--- config.mk ---
export PLATFORM = sky130hd
export DESIGN_NAME = hex_disp_sched
export DESIGN_NICKNAME = d
export VERILOG_FILES = /design/src/rtl/hex_disp_sched.sv
export SDC_FILE = /design/constraint.sdc
export NUM_CORES = 1
export LEC_CHECK = 0
export CAP_MARGIN = 25
export CORE_MARGIN = 2
export CORE_UTILIZATION = 55
export CTS_CLUSTER_SIZE = 8
export DETAILED_ROUTE_END_ITERATION = 8
export PLACE_DENSITY = 0.8
export SLEW_MARGIN = 10
export SYNTH_ARGS = -nofsm -noshare
export SYNTH_HDL_FRONTEND = slang
export SYNTH_SLANG_ARGS = --single-unit
--- constraint.sdc ---
create_clock -name CLOCK_50 -period 3.58 [get_ports CLOCK_50]
set_input_delay 0.358 -clock CLOCK_50 [delete_from_list [all_inputs] [get_ports CLOCK_50]]
set_output_delay 0.358 -clock CLOCK_50 [all_outputs]
set_load 0.02 [all_outputs]
--- src/rtl/hex_disp_sched.sv ---
// Seven-segment display scheduler: three strobed 7-bit sources share one
// round-robin arbitrated double-dabble converter feeding per-digit registers.
module hex_disp_sched (
    input  logic       CLOCK_50,
    input  logic       KEY0,
    input  logic [6:0] seq_num,
    input  logic       seq_upd,
    input  logic [6:0] freq_num,
    input  logic       freq_upd,
    input  logic [6:0] rom_addr,
    input  logic       rom_upd,
    output logic       busy,
    output logic [0:6] HEX0,
    output logic [0:6] HEX1,
    output logic [0:6] HEX2,
    output logic [0:6] HEX3,
    output logic [0:6] HEX4,
    output logic [0:6] HEX5,
    output logic [0:6] HEX6
);

    typedef enum logic [1:0] {S_IDLE, S_SHIFT, S_WRITE} state_t;

    localparam logic [1:0] SRC_SEQ  = 2'd0;
    localparam logic [1:0] SRC_FREQ = 2'd1;
    localparam logic [1:0] SRC_ROM  = 2'd2;
    localparam logic [0:6] SEG_BLANK = 7'b1111111;

    state_t      r_state;
    state_t      w_next_state;

    logic [6:0]  r_sh_seq;
    logic [6:0]  r_sh_freq;
    logic [6:0]  r_sh_rom;
    logic [2:0]  r_pend;
    logic [1:0]  r_last_grant;
    logic [1:0]  r_grant;
    logic [6:0]  r_bin;
    logic [11:0] r_bcd;
    logic [2:0]  r_cnt;

    logic [3:0]  r_seq_hund;
    logic [3:0]  r_seq_tens;
    logic [3:0]  r_seq_ones;
    logic [3:0]  r_freq_ones;
    logic [3:0]  r_rom_hund;
    logic [3:0]  r_rom_tens;
    logic [3:0]  r_rom_ones;

    logic [2:0]  w_upd;
    logic        w_any;
    logic [1:0]  w_winner;
    logic [6:0]  w_win_val;
    logic [2:0]  w_clr;
    logic        w_grant_en;
    logic        w_shift_en;
    logic        w_write_en;
    logic [11:0] w_bcd_adj;

    function automatic logic [3:0] add3(input logic [3:0] n);
        return (n >= 4'd5) ? n + 4'd3 : n;
    endfunction

    function automatic logic [0:6] seg7(input logic [3:0] d);
        case (d)
            4'd0:    return 7'b0000001;
            4'd1:    return 7'b1001111;
            4'd2:    return 7'b0010010;
            4'd3:    return 7'b0000110;
            4'd4:    return 7'b1001100;
            4'd5:    return 7'b0100100;
            4'd6:    return 7'b0100000;
            4'd7:    return 7'b0001111;
            4'd8:    return 7'b0000000;
            4'd9:    return 7'b0000100;
            default: return SEG_BLANK;
        endcase
    endfunction

    assign w_upd = {rom_upd, freq_upd, seq_upd};

    // Round-robin: search starts one past the last granted source.
    always_comb begin
        // NOTE: every always_comb output gets a default first so no latch is inferred.
        w_winner  = SRC_SEQ;
        w_win_val = r_sh_seq;
        w_any     = |r_pend;
        case (r_last_grant)
            SRC_SEQ:  w_winner = r_pend[1] ? SRC_FREQ : (r_pend[2] ? SRC_ROM : SRC_SEQ);
            SRC_FREQ: w_winner = r_pend[2] ? SRC_ROM : (r_pend[0] ? SRC_SEQ : SRC_FREQ);
            default:  w_winner = r_pend[0] ? SRC_SEQ : (r_pend[1] ? SRC_FREQ : SRC_ROM);
        endcase
        case (w_winner)
            SRC_FREQ: w_win_val = r_sh_freq;
            SRC_ROM:  w_win_val = r_sh_rom;
            default:  w_win_val = r_sh_seq;
        endcase
    end

    always_ff @(posedge CLOCK_50 or negedge KEY0) begin
        if (!KEY0) begin
            r_state <= S_IDLE;
        end else begin
            r_state <= w_next_state;
        end
    end

    always_comb begin
        w_next_state = r_state;
        case (r_state)
            S_IDLE:  if (w_any) w_next_state = S_SHIFT;
            S_SHIFT: if (r_cnt == 3'd6) w_next_state = S_WRITE;
            S_WRITE: w_next_state = S_IDLE;
            default: w_next_state = S_IDLE;
        endcase
    end

    always_comb begin
        w_grant_en = (r_state == S_IDLE) && w_any;
        w_shift_en = (r_state == S_SHIFT);
        w_write_en = (r_state == S_WRITE);
        busy       = (r_state != S_IDLE);
        w_clr      = w_grant_en ? (3'b001 << w_winner) : 3'b000;
    end

    assign w_bcd_adj = {add3(r_bcd[11:8]), add3(r_bcd[7:4]), add3(r_bcd[3:0])};

    // A new strobe beats the grant's clear, so a same-cycle update is never lost.
    always_ff @(posedge CLOCK_50 or negedge KEY0) begin
        if (!KEY0) begin
            r_sh_seq  <= '0;
            r_sh_freq <= '0;
            r_sh_rom  <= '0;
            r_pend    <= '0;
        end else begin
            // NOTE: sequential state uses non-blocking assignments so all registers update together.
            if (seq_upd)  r_sh_seq  <= seq_num;
            if (freq_upd) r_sh_freq <= freq_num;
            if (rom_upd)  r_sh_rom  <= rom_addr;
            r_pend <= w_upd | (r_pend & ~w_clr);
        end
    end

    always_ff @(posedge CLOCK_50 or negedge KEY0) begin
        if (!KEY0) begin
            r_last_grant <= SRC_ROM;
            r_grant      <= SRC_SEQ;
            r_bin        <= '0;
            r_bcd        <= '0;
            r_cnt        <= '0;
        end else if (w_grant_en) begin
            r_last_grant <= w_winner;
            r_grant      <= w_winner;
            r_bin        <= w_win_val;
            r_bcd        <= '0;
            r_cnt        <= '0;
        end else if (w_shift_en) begin
            {r_bcd, r_bin} <= {w_bcd_adj[10:0], r_bin, 1'b0};
            r_cnt          <= r_cnt + 3'd1;
        end
    end

    always_ff @(posedge CLOCK_50 or negedge KEY0) begin
        if (!KEY0) begin
            r_seq_hund  <= '0;
            r_seq_tens  <= '0;
            r_seq_ones  <= '0;
            r_freq_ones <= '0;
            r_rom_hund  <= '0;
            r_rom_tens  <= '0;
            r_rom_ones  <= '0;
        end else if (w_write_en) begin
            case (r_grant)
                SRC_SEQ: begin
                    r_seq_hund <= r_bcd[11:8];
                    r_seq_tens <= r_bcd[7:4];
                    r_seq_ones <= r_bcd[3:0];
                end
                SRC_FREQ: r_freq_ones <= r_bcd[3:0];
                default: begin
                    r_rom_hund <= r_bcd[11:8];
                    r_rom_tens <= r_bcd[7:4];
                    r_rom_ones <= r_bcd[3:0];
                end
            endcase
        end
    end

    // Leading zeros are blanked; the seq hundreds digit only gates HEX1 blanking.
    always_comb begin
        HEX0 = seg7(r_seq_ones);
        HEX1 = (r_seq_tens == 4'd0 && r_seq_hund == 4'd0) ? SEG_BLANK : seg7(r_seq_tens);
        HEX2 = seg7(r_freq_ones);
        HEX3 = seg7(r_rom_ones);
        HEX4 = (r_rom_tens == 4'd0 && r_rom_hund == 4'd0) ? SEG_BLANK : seg7(r_rom_tens);
        HEX5 = (r_rom_hund == 4'd0) ? SEG_BLANK : seg7(r_rom_hund);
        HEX6 = SEG_BLANK;
    end

endmodule

# Word-level counts from Yosys, hierarchy flattened
# Memories as Yosys holds them, arrays and structs flattened.
# Index checks and enable logic that the tools add are counted.
# word_totals
reg_bits	80
romBits	672
out_inout_bits	50
word_cells	86
memories	6
# op_classes
add_sub_neg	4
n_lt_le_gt_ge	3
eq_ne	9
shift	1
muxes	24
bitwise	4
reduce_logical	18
# memory_table
memory	depth	word_bits	read_ports	rd_ports_with_merged_regs	write_ports	line	rtl
(name not given)	16	7	1	0	0	65	case (d)
(name not given)	16	7	1	0	0	65	
(name not given)	16	7	1	0	0	65	
(name not given)	16	7	1	0	0	65	
(name not given)	16	7	1	0	0	65	
(name not given)	16	7	1	0	0	65	
# ops
operator	count
$mux 7	5
$mux 12	2
$logic_not 4->1	4
$mux 2	7
$pmux 7 s2	1
$ge 4x3->1 const B	3
$mux 3	4
$add 4x2->4 const B	2
$eq 2x1->1 const B	4
$mux 4	2
$pmux 2 s2	2
$reduce_and 2->1	4
$logic_not 2->1	3
$eq 2x2->1 const B	2
$reduce_bool 2->1	2
$add 3x1->3 const B	1
$add 3x2->3 const B	1
$and 3x3->3	1
$eq 3x3->1 const B	1
$logic_and 1x1->1	3
$not 3->3	1
$or 3x3->3	1
$reduce_or 3->1	1
$shl 1x2->3 const A	1
other kinds (5)	5

# Depth between registers and ports, before layout
# Gate-level depths: netlist of the first run.
# logic_depth
depth_word	8
depth_mapped	10
mapped_depth_nobuf	9

# Worst setup path after synthesis of the first run
# No wires, ideal clock.
# synth_path
path_type	reg2reg
startpoint	register r_last_grant[1]
endpoint	register r_bin[1]
setup_ns	0.083
t_arrival_ns	2.027
setup_slack_ns	1.471
path_stages_with_launch	9
path_buffers	1
path_cell_list	dfstp_2 -> nand2b_1 -> a21oi_1 -> a31oi_1 -> ha_1 -> buf_2 -> a2111oi_0 -> a21oi_1 -> o21ai_0
# synth_via
elab_chain_len	5
# synth_rtl
element	line	rtl
start: declaration	36	logic [1:0] r_last_grant;
start signal: assignment	152	r_last_grant <= w_winner;
$eq 2x1->1 or $logic_not 2->1 (tied branches)	88	case (r_last_grant)
$pmux 2 s2 (*)	88	
$eq 2x2->1 or $eq 2x1->1 (tied branches)	93	case (w_winner)
$pmux 7 s2 (*)	93	
$mux 7 (*)	151	end else if (w_grant_en) begin
end signal: assignment	154	r_bin <= w_win_val;
end signal: assignment	158	{r_bcd, r_bin} <= {w_bcd_adj[10:0], r_bin, 1'b0};
end: declaration	38	logic [6:0] r_bin;
# Mark *: on every way between the ends. The rest lies on a longest branch, timed or not.
# A chain may end at the register's enable or synchronous reset.

# Final worst setup path of the first run
# layout_path
startpoint	register r_seq_hund[1]
endpoint	output port HEX1[4] (netlist name)
# layout_via
elab_chain_len	3
# layout_rtl
element	line	rtl
start: declaration	42	logic [3:0] r_seq_hund;
start signal: assignment	175	r_seq_hund <= r_bcd[11:8];
$logic_not 4->1	192	HEX1 = (r_seq_tens == 4'd0 && r_seq_hund == 4'd0) ? SEG_BLANK : seg7(r_seq_tens);
$logic_and 1x1->1	192	
$mux 7	192	
end: declaration	14	output logic [0:6] HEX1,
# No other way between the ends.

==> results of run 1 <==
-- metal layers --
metal / up-vias / global-route usage (%) / routed length [microns]
met5: - / 0 / 0
met4: 0 / 8.451 / 136
met3: 13 / 2.818 / 449
met2: 123 / 34.99 / 4690
met1: 1842 / 28.32 / 4336
li1: 1885 / - / -
-- cell usage after synthesis (all sizes together) (4+ instances only) --
master / instances
clkbuf: 17
or2: 4
and3: 4
a21o: 4
a22oi: 8
nor2: 57
o22ai: 8
mux2: 35
a21oi: 45
dfrtp: 78
inv: 33
nand2: 48
nor2b: 4
nand2b: 17
nand3: 7
a31oi: 8
nor3: 9
o21ai: 39
a2111oi: 6
ha: 41
buf: 17
-- cells by family (layout without fill, tap and decap cells) --
logic type	count (synthesis)	count (layout)	synth area share, %
AOI/OAI and AO/OA	134	134	16.72
xor gates and xnor gates	4	4	0.7360
adders and majority gates	41	41	10.78
buffers and inverters	67	120	6.150
DFF	79	79	41.55
muxes	35	35	8.279
other	1	7	0.07877
and+or+nand+nor	158	158	15.72
-- path summary, 6_finish.rpt --
path	end	slack, ns
min in group CLOCK_50	r_bin[5]	0.48
setup reg to reg	r_bin[6]	1.06
hold / removal	r_sh_seq[1]	0.47
max in group asynchronous	r_seq_ones[1]	2.55
hold reg to reg	r_bin[5]	0.48
setup / recovery	HEX1[4]	0.66
-- report_power, final --
group / internal, mW / switching [mW]
Sequential: 1.14 / 0.338
Clock: 0.327 / 0.314
Combinational: 1.48 / 1.71
Total: 2.95 / 2.36
-- critical path: cells and delay by family (launching register included) --
family          cells  cell delay [ns]
buf+inv             1             0.65
flops               1             0.40
simple gates        1             0.47
compound gates      3             0.69
-- state kept, by name (all words and copies together), names as in the netlist, 3 cells and up --
register	count
r_rom_ones	4
r_cnt	3
r_seq_tens	4
r_seq_hund	4
r_seq_ones	4
r_rom_hund	4
r_sh_freq	7
r_freq_ones	4
r_rom_tens	4
r_pend	3
r_bin	7
r_sh_rom	7
r_sh_seq	7
r_bcd	12
-- stage by stage --
stage	area [sq um]	worst slack, ns	cells	hold WS (ns)	total power, mW
finish	5664	0.6599	683	0.4740	5.307
global route	5664	0.5429	683	0.5075	5.709
CTS	5619	0.6929	680	0.1922	5.316
detailed placement	5424	1.082	664	0.4707	4.665
global placement	5424	1.152	664	0.4657	4.568
floorplan	4783	1.471	525	0.06241	3.443
-- timing repair --
action | CTS | global route
hold buffers | 0 | 1
gates resized for setup | 0 | 0
endpoints found under the hold margin | 0 | 28
-- layout make-up --
type	instances	area, sq um	share of cell area [%]
timing repair buffer	71	723.2	12.77
sequential	79	1978	34.92
multi-input combinational	379	2512	44.36
clock buffer	14	182.7	3.225
tap	105	131.4	2.319
clock inverter	2	12.51	0.2209
inverter	33	123.9	2.187
==> results.sh, run 1 <==
export IMPL_max_stage_delay_ns=0.65
export IMPL_synth_async_reset_ratio_pct=100.0
export IMPL_critical_path_reg2reg_startpoint="r_last_grant[1]"
export IMPL_most_common_cell_after_layout_fill_and_taps_aside="sky130_fd_sc_hd__dfrtp_1"
export IMPL_utilization_pct=68.25
export IMPL_max_cap_violations=0
export IMPL_synth_lib_cells_used_distinct=42
export IMPL_avgSynthCellArea_sq_um=9.173
export IMPL_routed_wire_length_per_instance_microns=14.07
export IMPL_ys_warnings_count=0
export IMPL_power_static_leakage_nw=2.477
export IMPL_synth_yosys_seq_area_share_pct=41.55
export IMPL_synthDominantAreaCellType="sky130_fd_sc_hd__dfrtp_1"
export IMPL_rsz_0062_raised_after_global_routing="false"
export IMPL_numCtsBuffers=9
export IMPL_num_rows=33
export IMPL_tritoncts="built"
export IMPL_critical_path_max_fanout=6
export IMPL_fp_dieW_microns=97.04
export IMPL_dp_hpwl_microns=7025
export IMPL_max_clock_path_buffers=2
export IMPL_overflow=0
export IMPL_placement_io_buffers=68
export IMPL_worst_setup_path_type="flip-flop to primary output"
export IMPL_worst_slew_pin_transition_ns=0.9622
export IMPL_crit_start="r_seq_hund[1]"
export IMPL_worst_ir_drop_vdd_mv=0.3722
export IMPL_core_footprint_sq_um=8299
export IMPL_cts_sink_count=79
export IMPL_drive_above_1_share_pct=10.90
export IMPL_hold_viol_final=0
export IMPL_finalNetCount=640
export IMPL_hold_class="primary input to asynchronous set/reset pin"
export IMPL_grt_max_degree=80
export IMPL_fmax_mhz=342.5
export IMPL_startpoint_type="flip-flop"
export IMPL_die_height_microns=97.04
export IMPL_synthCells=519
export IMPL_via_count=3863
export IMPL_power_per_cell_area_nw_per_um2=937.0
export IMPL_setup_violations=0
export IMPL_area_growth_syn_to_layout_pct=18.97
export IMPL_relSlewSlack_pct=35.58
export IMPL_post_cts_setup_buffer_count=0
export IMPL_layout_common_cells="sky130_fd_sc_hd__dfrtp_1 (78), sky130_fd_sc_hd__clkdlybuf4s50_1 (67), sky130_fd_sc_hd__nor2_1 (57), sky130_fd_sc_hd__nand2_1 (48), sky130_fd_sc_hd__a21oi_1 (45)"
export IMPL_synth_top_cells_by_area="sky130_fd_sc_hd__dfrtp_1 (41%), sky130_fd_sc_hd__ha_1 (11%), sky130_fd_sc_hd__mux2_2 (8.3%), sky130_fd_sc_hd__a21oi_1 (4.7%), sky130_fd_sc_hd__nor2_1 (4.5%)"
export IMPL_global_route_total_usage_across_every_layer_pct=21.18
export IMPL_drtAntennaViolNets=0
export IMPL_place_congestion=0.9010
export IMPL_clk_insertion_delay_late_ns=0.35
export IMPL_dieArea_sq_um=9416
export IMPL_diodes=0
export IMPL_synth_enable_flop_cells=0
export IMPL_totalNegativeSetupSlack_ns=0
export IMPL_boundaryPins=76
export IMPL_start_util_pct=57.36
export IMPL_drcViolationCount=0
export IMPL_viasPerCell=5.656
export IMPL_status="finished, final reports clean"
export IMPL_antenna_found_initial=0
export IMPL_slew_violations=0
export IMPL_grt_pass1_vias=3674
export IMPL_cts_max_level=3
export IMPL_timing_critical_path_to_type="primary output"
export IMPL_rr_worst_depth=8
export IMPL_cp_cell_sequence="nor4_1 > a21oi_1 > a22oi_1 > a2bb2oi_1 > clkdlybuf4s50_1"
export IMPL_critPathArrivalTime_ns=2.56
export IMPL_ffs_latches_synth=79
export IMPL_clockRootBuffer="sky130_fd_sc_hd__clkbuf_8"
export IMPL_first_pass_iters=5
export IMPL_finalCriticalPeriod_ns=2.920
export IMPL_synthDominantCellAreaShare_pct=41.00
export IMPL_wirelength_microns=9612
export IMPL_layout_filler_cells=663
export IMPL_ys_flop_type="sky130_fd_sc_hd__dfrtp_1"
export IMPL_slowest_stage_cell_on_the_critical_path="sky130_fd_sc_hd__clkdlybuf4s50_1"
export IMPL_final_period_utilization_pct=81.57
export IMPL_critPathRequiredTime_ns=3.22
export IMPL_grt_pass1_wl_microns=16750
export IMPL_setup_clock_skew_after_layout_ns=0.007931
export IMPL_mappedNetlistArea_sq_um=4761
export IMPL_initialDrtViolationCount=268
export IMPL_cts_reportedPaths_clkPinSlew_ns=0.08
No activity file was read; power rests on OpenSTA's default activity.
==> run 2: changes to the inputs <==
Settings changed: CORE_UTILIZATION 55 to 54, PLACE_DENSITY 0.8 to 0.78.
Clock period 3.58 ns to 2.9 ns, I/O delays scaled along.
==> results.sh, run 2 (synthesis gave the netlist of run 1 again) <==
export IMPL_placed_area_sq_um=5450
export IMPL_fp_dieW_microns=97.90
export IMPL_boundaryPins=76
export IMPL_worst_ir_drop_vdd_mv=0.4819
export IMPL_dp_hpwl_microns=6826
export IMPL_start_util_pct=55.13
export IMPL_finalCriticalPeriod_ns=2.605
export IMPL_relSlewSlack_pct=50.97
export IMPL_num_rows=34
export IMPL_drive_above_1_share_pct=11.40
export IMPL_wirelength_microns=9533
export IMPL_stdcell_area_sq_um=5738
export IMPL_largest_register_by_flop_count="r_bcd"
export IMPL_first_pass_iters=5
export IMPL_antenna_found_initial=0
export IMPL_slew_violations=0
export IMPL_rsz_0062_raised_after_global_routing="false"
export IMPL_hold_class="primary input to asynchronous set/reset pin"
export IMPL_viasPerCell=5.453
export IMPL_post_cts_setup_buffer_count=0
export IMPL_routed_wire_length_per_instance_microns=13.88
export IMPL_tritoncts="built"
export IMPL_place_congestion=0.9372
export IMPL_cts_max_level=3
export IMPL_core_footprint_sq_um=8636
export IMPL_global_route_total_usage_across_every_layer_pct=20.81
export IMPL_worst_slew_pin_transition_ns=0.7354
export IMPL_worst_setup_path_type="flip-flop to primary output"
export IMPL_timing_critical_path_to_type="primary output"
export IMPL_dieArea_sq_um=9583
export IMPL_die_height_microns=97.90
export IMPL_grt_pass1_vias=3664
export IMPL_timing_hold_ws_ns=0.3240
export IMPL_startpoint_type="flip-flop"
export IMPL_layout_common_cells="sky130_fd_sc_hd__dfrtp_1 (78), sky130_fd_sc_hd__clkdlybuf4s50_1 (60), sky130_fd_sc_hd__nor2_1 (57), sky130_fd_sc_hd__nand2_1 (48), sky130_fd_sc_hd__a21oi_1 (45)"
export IMPL_overflow=0
export IMPL_hold_viol_final=0
export IMPL_clockRootBuffer="sky130_fd_sc_hd__clkbuf_8"
export IMPL_finalNetCount=642
export IMPL_numCtsBuffers=9
export IMPL_grt_max_degree=80
export IMPL_diodes=0
export IMPL_critPathArrivalTime_ns=2.32
export IMPL_cts_reportedPaths_clkPinSlew_ns=0.08
export IMPL_status="finished, final reports clean"
export IMPL_totalNegativeSetupSlack_ns=0
export IMPL_cts_sink_count=79
export IMPL_placement_io_buffers=68
export IMPL_max_clock_path_buffers=2
export IMPL_clk_insertion_delay_late_ns=0.36
export IMPL_drcViolationCount=0
export IMPL_largest_register_ffs=12
export IMPL_area_growth_syn_to_layout_pct=20.53
export IMPL_power_static_leakage_nw=2.537
export IMPL_most_common_cell_after_layout_fill_and_taps_aside="sky130_fd_sc_hd__dfrtp_1"
export IMPL_setup_clock_skew_after_layout_ns=0.006293
export IMPL_initialDrtViolationCount=213
export IMPL_max_cap_violations=0
export IMPL_drtAntennaViolNets=0
export IMPL_grt_pass1_wl_microns=16570
export IMPL_critical_path_max_fanout=6
export IMPL_final_period_utilization_pct=89.84
export IMPL_fmax_mhz=383.8
export IMPL_utilization_pct=66.44
export IMPL_critPathRequiredTime_ns=2.61
export IMPL_setup_violations=0
export IMPL_via_count=3746
export IMPL_power_per_cell_area_nw_per_um2=1156
## run 2: report_power, final
| group | switching, mW | internal [mW] |
|---|---|---|
| registers | 0.417 | 1.40 |
| clock network | 0.385 | 0.549 |
| logic | 2.07 | 1.81 |
## run 2: final cells by class
type                            instances  area [sq um]
Multi-Input combinational cell        379          2515
Fill cell                             712          2898
Tap cell                              108         135.1
Sequential cell                        79          1978
Clock buffer                           12         165.2
Clock inverter                          3         65.06
Inverter                               33         123.9
Timing Repair Buffer                   73         755.7
## run 2: final timing paths
check,start,to,slack (ns),depth (start not counted)
worst max-delay path,r_seq_hund[1],HEX1[4],0.29,5
worst min-delay path,KEY0,r_pend[2],0.32,2
worst max register to register,r_last_grant[1],r_bin[6],0.42,8
worst min register to register,r_bin[4],r_bin[4],0.49,2
max in group asynchronous,KEY0,r_rom_tens[2],2.01,3
min in group CLOCK_50,r_bin[4],r_bin[4],0.49,2
## run 2: metrics by stage
step	worst slack, ns	std cells	total power [mW]
after CTS	0.1052	685	6.696
after global routing	0.08771	687	7.173
after floorplan	0.7905	525	4.250
after global placement	0.5971	670	5.629
after detailed placement	0.4112	670	5.752
final	0.2946	687	6.635
## run 2: critical path, cell delays in order (launching register included)
cell                              delay [ns]
sky130_fd_sc_hd__dfrtp_1                0.40
sky130_fd_sc_hd__nor4_1                 0.37
sky130_fd_sc_hd__a21oi_1                0.22
sky130_fd_sc_hd__a22oi_1                0.19
sky130_fd_sc_hd__a2bb2oi_1              0.17
sky130_fd_sc_hd__clkdlybuf4s50_1        0.61
## run 2: per-layer routing
metal	up-vias	track usage, %	share of wire [%]
li1	1889	-	-
met4	0	7.906	1.7
met2	69	36.41	50
met1	1775	26.05	45
met3	13	3.150	3.0
met5	-	0	0
## run 2: what timing repair did
item,CTS,global route
endpoints found under the setup margin,0,7
endpoints found under the hold margin,0,11
hold buffers,0,1
resized for setup,0,8
==> run 3: changes to the inputs <==
Settings changed: CORE_ASPECT_RATIO set to 0.6, CORE_UTILIZATION 54 to 55, CTS_BUF_LIST set to sky130_fd_sc_hd__clkbuf_4, PLACE_DENSITY 0.78 to 0.8.
==> results.sh, run 3 (synthesis gave the netlist of run 1 again) <==
export IMPL_cts_max_level=3
export IMPL_grt_max_degree=80
export IMPL_preCtsSetupSlack_ns=0.2844
export IMPL_antenna_found_initial=0
export IMPL_grt_pass1_wl_microns=18000
export IMPL_dieArea_sq_um=9440
export IMPL_clk_insertion_delay_late_ns=0.44
export IMPL_fp_dieW_microns=124.1
export IMPL_max_cap_violations=0
export IMPL_cts_sink_count=79
export IMPL_via_count=3874
export IMPL_max_clock_path_buffers=2
export IMPL_worst_ir_drop_vdd_mv=0.5725
export IMPL_global_route_total_usage_across_every_layer_pct=24.01
export IMPL_cp_cell_sequence="nand2b_1 > a21oi_1 > a31oi_1 > ha_1 > a22oi_1 > a2111oi_1 > a21oi_1 > o21ai_0"
export IMPL_overflow=0
export IMPL_clockRootBuffer="sky130_fd_sc_hd__clkbuf_4"
export IMPL_diodes=0
export IMPL_largest_register_by_flop_count="r_bcd"
export IMPL_final_period_utilization_pct=94.40
export IMPL_numCtsBuffers=9
export IMPL_rsz_0062_raised_after_global_routing="false"
export IMPL_timing_critical_path_mode_cell="sky130_fd_sc_hd__a21oi_1"
export IMPL_core_footprint_sq_um=8458
export IMPL_cp_top_family="compound AO/OA/AOI/OAI gates"
export IMPL_p_int_mw=3.601
export IMPL_critical_path_depth=8
export IMPL_comb_power_share_pct=60.8
export IMPL_final_cell_count_no_fill=690
export IMPL_hold_viol_final=0
export IMPL_num_rows=26
export IMPL_die_height_microns=76.07
export IMPL_total_power_mw=6.596
export IMPL_relSlewSlack_pct=32.05
export IMPL_placedCellCount=672
export IMPL_final_critical_path_setup_slack_ns=0.1624
export IMPL_initialDrtViolationCount=226
export IMPL_critical_path_n_buffers_inverters=0
export IMPL_utilization_pct=67.06
export IMPL_switchingPower_mw=2.996
export IMPL_worst_slew_pin_transition_ns=1.014
export IMPL_dp_hpwl_microns=7700
export IMPL_grt_pass1_vias=3775
export IMPL_setup_clock_skew_after_layout_ns=0.02026
export IMPL_critical_path_max_fanout=8
export IMPL_first_pass_iters=5
export IMPL_drcViolationCount=0
export IMPL_boundaryPins=76
export IMPL_p_seq_share_pct=27.9
export IMPL_totalNegativeSetupSlack_ns=0
export IMPL_placement_io_buffers=68
export IMPL_most_common_cell_after_layout_fill_and_taps_aside="sky130_fd_sc_hd__dfrtp_1"
export IMPL_crit_start="r_last_grant[1]"
export IMPL_placed_area_sq_um=5440
export IMPL_clock_power_share_pct=11.3
export IMPL_slew_violations=0
export IMPL_power_per_cell_area_nw_per_um2=1163
export IMPL_layout_filler_cells=632
export IMPL_timing_critical_path_to_type="flip-flop"
export IMPL_routed_wire_length_per_instance_microns=15.49
export IMPL_p_sw_share_pct=45.41
export IMPL_endpoint="r_bin[1]"
export IMPL_cts_reportedPaths_clkPinSlew_ns=0.14
export IMPL_critPathRequiredTime_ns=3.24
export IMPL_start_util_pct=56.29
export IMPL_drtAntennaViolNets=0
export IMPL_hold_class="primary input to asynchronous set/reset pin"
export IMPL_finalCriticalPeriod_ns=2.738
export IMPL_layout_common_cells="sky130_fd_sc_hd__dfrtp_1 (78), sky130_fd_sc_hd__clkdlybuf4s50_1 (61), sky130_fd_sc_hd__nor2_1 (57), sky130_fd_sc_hd__nand2_1 (48), sky130_fd_sc_hd__a21oi_1 (45)"
export IMPL_tritoncts="built"
export IMPL_max_stage_delay_ns=0.60
export IMPL_wirelength_microns=10690
export IMPL_power_static_leakage_nw=2.481
export IMPL_place_congestion=0.8234
export IMPL_stdcell_area_sq_um=5672
export IMPL_critical_path_reg2reg_startpoint="r_last_grant[1]"
export IMPL_status="finished, final reports clean"
export IMPL_largest_register_ffs=12
export IMPL_critPathArrivalTime_ns=3.08
export IMPL_slowest_stage_cell_on_the_critical_path="sky130_fd_sc_hd__dfstp_2"
export IMPL_r2r_slack_ns=0.16
export IMPL_timing_hold_ws_ns=0.2091
export IMPL_drive_above_1_share_pct=11.76
export IMPL_viasPerCell=5.614
export IMPL_setup_violations=0
export IMPL_startpoint_type="flip-flop"
export IMPL_area_growth_syn_to_layout_pct=19.13
export IMPL_fmax_mhz=365.3
export IMPL_finalNetCount=641
export IMPL_rr_worst_depth=8
export IMPL_capture_instance_of_the_worst_register_to_register_path="r_bin[1]"
export IMPL_worst_setup_path_type="flip-flop to flip-flop"
==> run 3: power by group through the flow <==
| stage | logic (mW) | clock network (mW) | registers, mW |
|---|---|---|---|
| floorplan | 2.61 | 0 | 1.64 |
| global placement | 3.83 | 0 | 1.81 |
| detailed placement | 3.97 | 0 | 1.84 |
| CTS | 3.97 | 0.748 | 1.82 |
| global route | 4.41 | 0.811 | 1.89 |
| finish | 4.01 | 0.743 | 1.84 |
==> run 3: worst min-delay path by stage <==
stage,startpoint,endpoint,slack (ns),cells past startpoint
finish,KEY0,r_sh_freq[6],0.21,2
global route,KEY0,r_sh_freq[6],0.19,2
CTS,KEY0,r_sh_freq[6],0.02,1
detailed placement,r_bin[6],r_bcd[0],0.48,2
global placement,r_bin[5],r_bin[5],0.47,2
floorplan,KEY0,r_bcd[0],-0.006,0
==> run 3: final cells by class <==
| type | count | area [sq um] | share of cell area (%) |
|---|---|---|---|
| clock buffers | 10 | 75.07 | 1.324 |
| repair buffers | 72 | 742.0 | 13.08 |
| clock inverters | 5 | 83.83 | 1.478 |
| flip-flops and latches | 79 | 1978 | 34.88 |
| well taps | 112 | 140.1 | 2.471 |
| multi-input cells | 379 | 2529 | 44.58 |
| inverters | 33 | 123.9 | 2.184 |
==> run 3: worst reg2reg max path, delay by kind of cell (launching register included) <==
kind	cells	cell delay (ns)
and+or+nand+nor	1	0.12
adders and majority gates	1	0.46
DFF	1	0.60
AOI/OAI and AO/OA	6	1.48
==> run 3: per-layer routing <==
layer  vias to the layer above  GRT usage [%]  routed length [microns]
li1                       1881              -                        -
met1                      1860          33.56                     4971
met2                       125          37.49                     4978
met3                         8          7.111                      673
met4                         0          4.494                       68
met5                         -              0                        0
==> run 3: repair_timing <==
item | CTS | global route
buffers inserted | 0 | 1
gates cloned | 0 | 0
endpoints found under the hold margin | 0 | 33
endpoints found under the setup margin | 1 | 9
gates resized for setup | 1 | 11
pin swaps | 0 | 1
hold buffers | 0 | 1
